**config.mk**
```make
export PLATFORM = sky130hd
export DESIGN_NAME = lcd_frame_ctrl
export DESIGN_NICKNAME = d
export VERILOG_FILES = /design/src/rtl/lcd_pkg.sv /design/src/rtl/lcd_byte_tx.sv /design/src/rtl/lcd_frame_ctrl.sv
export SDC_FILE = /design/constraint.sdc
export NUM_CORES = 1
export LEC_CHECK = 0
export ABC_AREA = 1
export CAP_MARGIN = 20
export CORE_MARGIN = 1
export CORE_UTILIZATION = 58
export DETAILED_ROUTE_END_ITERATION = 16
export PLACE_DENSITY = 0.9
export SLEW_MARGIN = 20
export SYNTH_ARGS = -nofsm -noshare
export SYNTH_HDL_FRONTEND = slang
export SYNTH_SLANG_ARGS = --single-unit
```
**constraint.sdc**
```tcl
create_clock -name clk -period 2.2 [get_ports clk]
set_input_delay 0.44 -clock clk [delete_from_list [all_inputs] [get_ports clk]]
set_output_delay 0.44 -clock clk [all_outputs]
set_load 0.03 [all_outputs]
```
**src/rtl/lcd_pkg.sv**
```systemverilog
// lcd_pkg: shared states, PCD8544 command constants and init sequence for lcd_frame_ctrl
package lcd_pkg;

    typedef enum logic [2:0] {PWRUP, INIT, IDLE, SETADDR, FETCH, SEND} state_t;
    typedef enum logic [1:0] {TX_IDLE, TX_REQ, TX_WAIT} tx_state_t;

    localparam logic [7:0] CMD_FUNC_EXT    = 8'h21;
    localparam logic [7:0] CMD_VOP_BASE    = 8'h80;
    localparam logic [7:0] CMD_TEMP        = 8'h04;
    localparam logic [7:0] CMD_BIAS        = 8'h14;
    localparam logic [7:0] CMD_FUNC_BASIC  = 8'h20;
    localparam logic [7:0] CMD_DISP_NORMAL = 8'h0C;
    localparam logic [7:0] CMD_SET_Y0      = 8'h40;
    localparam logic [7:0] CMD_SET_X0      = 8'h80;

    localparam int INIT_LEN = 6;
    localparam logic [7:0] INIT_SEQ [0:INIT_LEN-1] = '{
        CMD_FUNC_EXT, CMD_VOP_BASE, CMD_TEMP, CMD_BIAS, CMD_FUNC_BASIC, CMD_DISP_NORMAL
    };

    // The contrast entry carries the VOP value in its low seven bits.
    function automatic logic [7:0] init_byte(input logic [2:0] i, input logic [6:0] vop);
        return INIT_SEQ[i] | ((i == 3'd1) ? {1'b0, vop} : 8'h00);
    endfunction

endpackage

```
**src/rtl/lcd_byte_tx.sv**
```systemverilog
// lcd_byte_tx: one-byte enable/ready handshake towards the spi byte engine
module lcd_byte_tx
    import lcd_pkg::*;
(
    input  logic       clk,
    input  logic       nrst,
    input  logic       send,
    input  logic [7:0] tx_byte,
    input  logic       mode,
    input  logic       spi_ready,
    output logic [7:0] spi_data,
    output logic       spi_mode,
    output logic       spi_enable,
    output logic       done
);

    tx_state_t st;

    // Request only while the engine is ready, wait for acceptance, then for completion.
    always_ff @(posedge clk) begin
        if (!nrst) begin
            st         <= TX_IDLE;
            spi_data   <= 8'h00;
            spi_mode   <= 1'b0;
            spi_enable <= 1'b0;
            done       <= 1'b0;
        end else begin
            done <= 1'b0;
            case (st)
                TX_IDLE: if (send && spi_ready) begin
                    spi_data   <= tx_byte;
                    spi_mode   <= mode;
                    spi_enable <= 1'b1;
                    st         <= TX_REQ;
                end
                TX_REQ: if (!spi_ready) begin
                    spi_enable <= 1'b0;
                    st         <= TX_WAIT;
                end
                TX_WAIT: if (spi_ready) begin
                    done <= 1'b1;
                    st   <= TX_IDLE;
                end
                default: st <= TX_IDLE;
            endcase
        end
    end

endmodule

```
**src/rtl/lcd_frame_ctrl.sv**
```systemverilog
// lcd_frame_ctrl: Nokia 5110 power-up, init and framebuffer refresh sequencer.
// Define LCD_FRAME_CTRL_AUTO_REFRESH_EN to add a periodic refresh timer (REFRESH_CYCLES).
module lcd_frame_ctrl
    import lcd_pkg::*;
#(
    parameter int         POWERUP_CYCLES = 1000,
    parameter logic [6:0] VOP            = 7'h3F,
    parameter int         FB_BYTES       = 504
`ifdef LCD_FRAME_CTRL_AUTO_REFRESH_EN
    , parameter int       REFRESH_CYCLES = 1_000_000
`endif
) (
    input  logic       clk,
    input  logic       nrst,
    input  logic       start,
    output logic       busy,
    output logic       init_done,
    output logic [8:0] fb_addr,
    input  logic [7:0] fb_data,
    output logic [7:0] spi_data,
    output logic       spi_mode,
    output logic       spi_enable,
    input  logic       spi_ready
);

    state_t      state;
    logic        pending;
    logic [31:0] pwr_cnt;
    logic [2:0]  idx;
    logic        go, send, done, tick, tx_mode;
    logic [7:0]  tx_byte;

`ifdef LCD_FRAME_CTRL_AUTO_REFRESH_EN
    logic [31:0] ref_cnt;

    // Free-running refresh timer, started once the panel is initialised.
    always_ff @(posedge clk) begin
        if (!nrst) ref_cnt <= '0;
        else if (init_done) ref_cnt <= (ref_cnt == 32'(REFRESH_CYCLES - 1)) ? '0 : ref_cnt + 1;
    end

    assign tick = init_done && (ref_cnt == 32'(REFRESH_CYCLES - 1));
`else
    assign tick = 1'b0;
`endif

    // Byte selection; the first address byte is offered straight from IDLE so enable rises one cycle after start.
    always_comb begin
        go      = (state == IDLE) && (start || pending);
        send    = go || ((state == INIT || state == SETADDR || state == SEND) && !done);
        tx_mode = (state == SEND);
        tx_byte = (state == INIT) ? init_byte(idx, VOP) :
                  (state == SEND) ? fb_data :
                  (state == SETADDR && idx == 3'd1) ? CMD_SET_X0 : CMD_SET_Y0;
    end

    // Main sequencer: power-up wait, init commands, address set and frame streaming.
    always_ff @(posedge clk) begin
        if (!nrst) begin
            state     <= PWRUP;
            busy      <= 1'b1;
            init_done <= 1'b0;
            fb_addr   <= '0;
            pending   <= 1'b0;
            pwr_cnt   <= '0;
            idx       <= '0;
        end else begin
            pending <= tick || ((start || pending) && state != IDLE);
            case (state)
                PWRUP: begin
                    if (pwr_cnt == 32'(POWERUP_CYCLES - 1)) state <= INIT;
                    else pwr_cnt <= pwr_cnt + 1;
                end
                INIT: if (done) begin
                    if (idx == 3'(INIT_LEN - 1)) begin
                        idx       <= '0;
                        init_done <= 1'b1;
                        busy      <= 1'b0;
                        state     <= IDLE;
                    end else idx <= idx + 1;
                end
                IDLE: if (go) begin
                    busy  <= 1'b1;
                    state <= SETADDR;
                end
                SETADDR: if (done) begin
                    if (idx == 3'd1) begin
                        idx     <= '0;
                        fb_addr <= '0;
                        state   <= FETCH;
                    end else idx <= idx + 1;
                end
                FETCH: state <= SEND;
                SEND: if (done) begin
                    if (fb_addr == 9'(FB_BYTES - 1)) begin
                        fb_addr <= '0;
                        busy    <= 1'b0;
                        state   <= IDLE;
                    end else begin
                        fb_addr <= fb_addr + 1;
                        state   <= FETCH;
                    end
                end
                default: state <= PWRUP;
            endcase
        end
    end

    lcd_byte_tx u_tx (
        .clk        (clk),
        .nrst       (nrst),
        .send       (send),
        .tx_byte    (tx_byte),
        .mode       (tx_mode),
        .spi_ready  (spi_ready),
        .spi_data   (spi_data),
        .spi_mode   (spi_mode),
        .spi_enable (spi_enable),
        .done       (done)
    );

endmodule

```
; ---- Word-level counts from Yosys, hierarchy flattened
; Memory sizes are Yosys's and may differ from the RTL's.
; Index checks and enable logic that the tools add are counted.
[totals]
register_bits = 63
rom_bits = 64
mem_count = 1
out_inout_bits = 21
[memory_table]
columns = name, words, width, rd, rd_clocked_by_memory_dff, write_ports, line
row1 = (no name shown), 8, 8, 1, 0, 0, lcd_pkg.sv:23  ; return INIT_SEQ[i] | ((i == 3'd1) ? {1'b0, vop} : 8'h00);
[op_classes]
bitwise_logic = 3
n_eq_ne = 23
magnitude_cmp = 1
n_reduce_logical = 26
mux = 39
n_addsub = 3
[op_table]
columns = cell, count
row1 = 2-to-1 mux 8 bit, 5
row2 = 2-to-1 mux 3 bit, 12
row3 = 2-to-1 mux 9 bit, 4
row4 = adder 32 x 1 -> 32 bit (second input constant), 1
row5 = equality test 32 x 10 -> 1 bit (second input constant), 1
row6 = one-hot mux 3 bit (6 select lines), 1
row7 = one-hot mux 9 bit (2 select lines), 1
row8 = inequality test 2 bit (second input constant), 7
row9 = AND reduction 3 bit, 4
row10 = adder 9 x 1 -> 9 bit (second input constant), 1
row11 = equality test 3 bit (second input constant), 3
row12 = equality test 9 bit (second input constant), 1
row13 = 2-to-1 mux 1 bit, 8
row14 = inequality test 2 x 1 -> 1 bit (second input constant), 4
row15 = bitwise OR 8 x 6 -> 8 bit, 1
row16 = AND reduction 7 bit, 1
row17 = equality test 3 x 1 -> 1 bit (second input constant), 2
row18 = equality test 3 x 2 -> 1 bit (second input constant), 2
row19 = 2-to-1 mux 2 bit, 3
row20 = 2-to-1 mux 6 bit, 1
row21 = one-hot mux 2 bit (3 select lines), 1
row22 = one-hot mux 3 bit (2 select lines), 1
row23 = AND reduction 2 bit, 3
row24 = AND reduction 6 bit, 1
row25 = other kinds (17), 26

; ---- Logic depth before layout (Yosys ltp)
[logic_depth]
depth_word = 8
mapped_depth = 11
ltp_nobuf = 11

; ---- Modules after synthesis
; From an unflattened synthesis, not the netlist that was laid out.
[unflattened]
cells_unflattened = 612
hier_area_um2 = 3807.4
[modules_own_cells]
columns = mod, area_each_um2, instances, cells_per_inst
row1 = lcd_frame_ctrl, 3230.6, 1, 543
row2 = lcd_byte_tx, 576.8, 1, 69

; ---- Least setup slack after synthesis
; No wires, ideal clock.
[synth_timing]
path_type = flip-flop to flip-flop
startpoint = register pwr_cnt[0]
endpoint = register pwr_cnt[1]
path_buffers = 1
setup_ns = 0.113
arrival_ns = 1.498
period_less_slack_ns = 1.611
stages_incl_launch_ff = 12
setup_slack_ns = 0.589
path_cell_list = dfxtp_1 ha_1 inv_1 nor2_1 nand2_1 nor2_1 nand2_2 nand2_4 inv_2 buf_2 nor2_1 nor2_1
[synth_via]
elab_chain_cells = 3
[synth_rtl]
columns = element, line
row1 = "start, declared", lcd_frame_ctrl.sv:28  ; logic [31:0] pwr_cnt;
row2 = "start signal, assigned", lcd_frame_ctrl.sv:72  ; else pwr_cnt <= pwr_cnt + 1;
row3 = branches (longest 3 deep; another with adder 32 x 1 -> 32 bit), -
; Several ways; the timed one is not identified.
; A chain may end at the register's enable or synchronous reset.

; ---- Worst setup path in the final report
[layout_timing]
startpoint = register fb_addr[4]
endpoint = output port fb_addr[4]
[layout_rtl]
columns = element, line
row1 = "start, declared", lcd_frame_ctrl.sv:18  ; output logic [8:0] fb_addr,
row2 = "start signal, assigned", lcd_frame_ctrl.sv:100  ; fb_addr <= fb_addr + 1;
; No word-level cell between the ends.

==> flow_summary.ini <==
[outcome]
status = finished, final reports clean

[global_routing]
grt_max_degree = 25
grt_antenna_before_repair = 0
grt_pass1_vias = 3662
gr-total-overflow = 0
grtUsageTotal = 0.3165
grt_pass1_wl_mm = 16.36

[sta]
slew_headroom = 0.7309
final-hold-violation-count = 0
tightest_slew_ns = 0.4031
setup_ws_ns = 0.2716
final.period_utilization = 0.8766
finClkSkew_ns = 0.01461
final_max_slew_viol_count = 0
finalCriticalPeriod_ns = 1.928
grt_setup_unrepaired = false
setup_viol = 0
fmax_mhz = 518.6
setup-tns-final_ns = 0

[clock_tree]
path_clk_slew_ns = 0.07
max-clock-path-buffers = 2
cts_buffers = 9
cts_root_buf = clkbuf_8
post_cts_buffers = 0
cts_resized = 0
postCtsHoldBufs = 0
cts_tree = built
insertion_delay_ns = 0.35
ctsHtreeMaxLevel = 3
cts.sinks = 63

[placed_design]
gp_congestion = 0.9053
dpl_worst_slack_ns = 0.3834
dp.cells = 712
dp_hpwl_mm = 7.163
portBuffers = 32

[route]
top_layer = met4
drt_iter0_markers = 473
drc = 0
wl_met1_mm = 4.336
met3WireLength_um = 660
drt-total-wl_mm = 9.848
via_per_inst = 5.516
wl_met2_mm = 4.667
postRouteAntennaNets = 0
num_vias = 4016
wl_per_cell_um = 13.53
firstDrtPassIters = 5

[worst_setup_path]
critPathBufInv = 1
arrival_ns = 1.49
worstSetupEndpointType = primary output
cp_slowest_stage_delay_ns = 0.71
cpMaxStageDelayCell = clkdlybuf4s50_1
required_ns = 1.76
crit_fanout = 6
worstPathCellList = clkdlybuf4s50_1
crit_family = buffers and inverters
cp-start-kind = register
critical_path_class = register to primary output

[floorplanning]
io-pin-count = 33
coreArea_um2 = 6061
start_util = 0.6152
dieArea_um2 = 6754
die_h_um = 82.18
fp.dieW_um = 82.18
num_rows = 28

[logic_synthesis]
seq_area_frac_synth = 0.3383
synth_area_leaders = dfxtp_1 34%, nand2_1 22%, nor2_1 9.9%, a21oi_1 6.6%, nand3_1 5.1%
syn-num-nets = 628
synthCells = 614
synth_commonest_cells = 223 x nand2_1, 98 x nor2_1, 63 x dfxtp_1
synth.most_common_cell = nand2_1
synth_cell_type_count = 36
yosysTopAreaCellShare = 0.3383
synthArstFlopShare = 0
synth_largest_area_cell = dfxtp_1
syn_area_um2 = 3729
syn_area_per_cell_um2 = 6.073
yosys_most_used_dff = dfxtp_1
ys_ff_latch = 63
synth-warning-count = 0
synth_edf_count = 0

[power]
peakVddDrop_uv = 644.1
p_leak_uw = 0.001668
p_per_area_nw_per_um2 = 894.9

[run]
maxCapViolations = 0

[final_layout]
fin_cells = 728
final_nets = 662
num_antenna_cells = 0
area_growth_syn_to_layout_pct = 16.01
fillerInstances = 530
drive_gt1_frac = 0.06891

[min_path]
hp-class = register to register
cell type report:
cell class              count  area (um^2)  area share
clock buffers              11        141.4     0.03269
clock inverters             5        81.33     0.01880
inverters                  55        206.4     0.04773
multi-input cells         480         2168      0.5013
flip-flops and latches     63         1261      0.2916
well taps                  75        93.84     0.02170
repair buffers             39        372.9     0.08620
placed cells by master (no fill, tap or decap), types with 4 or more instances in the layout:
| cell type | synthesis | layout |
|---|---|---|
| xor2_1 | 10 | 10 |
| nand3_1 | 38 | 38 |
| clkbuf_8 | 0 | 10 |
| nand2_1 | 223 | 223 |
| nor3_1 | 4 | 4 |
| inv_2 | 9 | 9 |
| clkdlybuf4s50_1 | 0 | 32 |
| nand4_1 | 5 | 5 |
| xnor2_1 | 4 | 4 |
| dfxtp_1 | 63 | 63 |
| o21ai_0 | 10 | 10 |
| nor2_2 | 4 | 4 |
| nor2_1 | 98 | 98 |
| a21oi_1 | 49 | 49 |
| o21ai_1 | 12 | 12 |
| inv_1 | 46 | 46 |
| buf_4 | 1 | 7 |
cells by family after synthesis:
| family | count (synthesis) | synth area share |
|---|---|---|
| and+or+nand+nor | 382 | 0.4195 |
| buffers and inverters | 71 | 0.08020 |
| adders and majority gates | 2 | 0.006710 |
| AOI/OAI and AO/OA | 82 | 0.1225 |
| DFF | 63 | 0.3383 |
| xor gates and xnor gates | 14 | 0.03288 |
state kept, by name, indices dropped and copies added, names as in the netlist:
register,count
idx,3
state,3
fb_addr,9
u_tx.spi_data,8
u_tx.st,2
pwr_cnt,32
u_tx.spi_enable,1
init_done,1
u_tx.done,1
busy,1
pending,1
u_tx.spi_mode,1
final timing paths:
check,start,end,slack (ns),cells past startpoint
max,fb_addr[4],fb_addr[4],0.27,1
min,u_tx.spi_enable,u_tx.spi_enable,0.48,2
max reg2reg,state[0],pwr_cnt[10],0.33,7
min reg2reg,u_tx.spi_enable,u_tx.spi_enable,0.48,2
layer usage:
layer / GRT usage / vias up
met5: 0 / -
met4: 0.09825 / 0
met3: 0.06484 / 22
met2: 0.5355 / 171
met1: 0.4015 / 1807
li1: - / 2016
power by group:
| group | switching (uW) | internal (uW) | leakage, uW | total [uW] |
|---|---|---|---|---|
| combinational | 987 | 386 | 0.00105 | 1370 |
| clock | 485 | 669 | 0.000110 | 1150 |
| sequential | 101 | 1240 | 0.000510 | 1340 |
| total | 1570 | 2300 | 0.00167 | 3870 |
through the flow:
step,utilization,hold slack (ns),power [uW],instance area [um^2]
after floorplan,-,0.4565,2452,3729
after global placement,0.6769,0.4514,2664,4103
after detailed placement,0.6769,0.4621,2708,4103
after CTS,0.7137,0.4774,3846,4325
after global routing,0.7137,0.4957,4058,4325
final,0.7137,0.4773,3871,4325
Note: power is estimated with default switching activity, not from simulation.
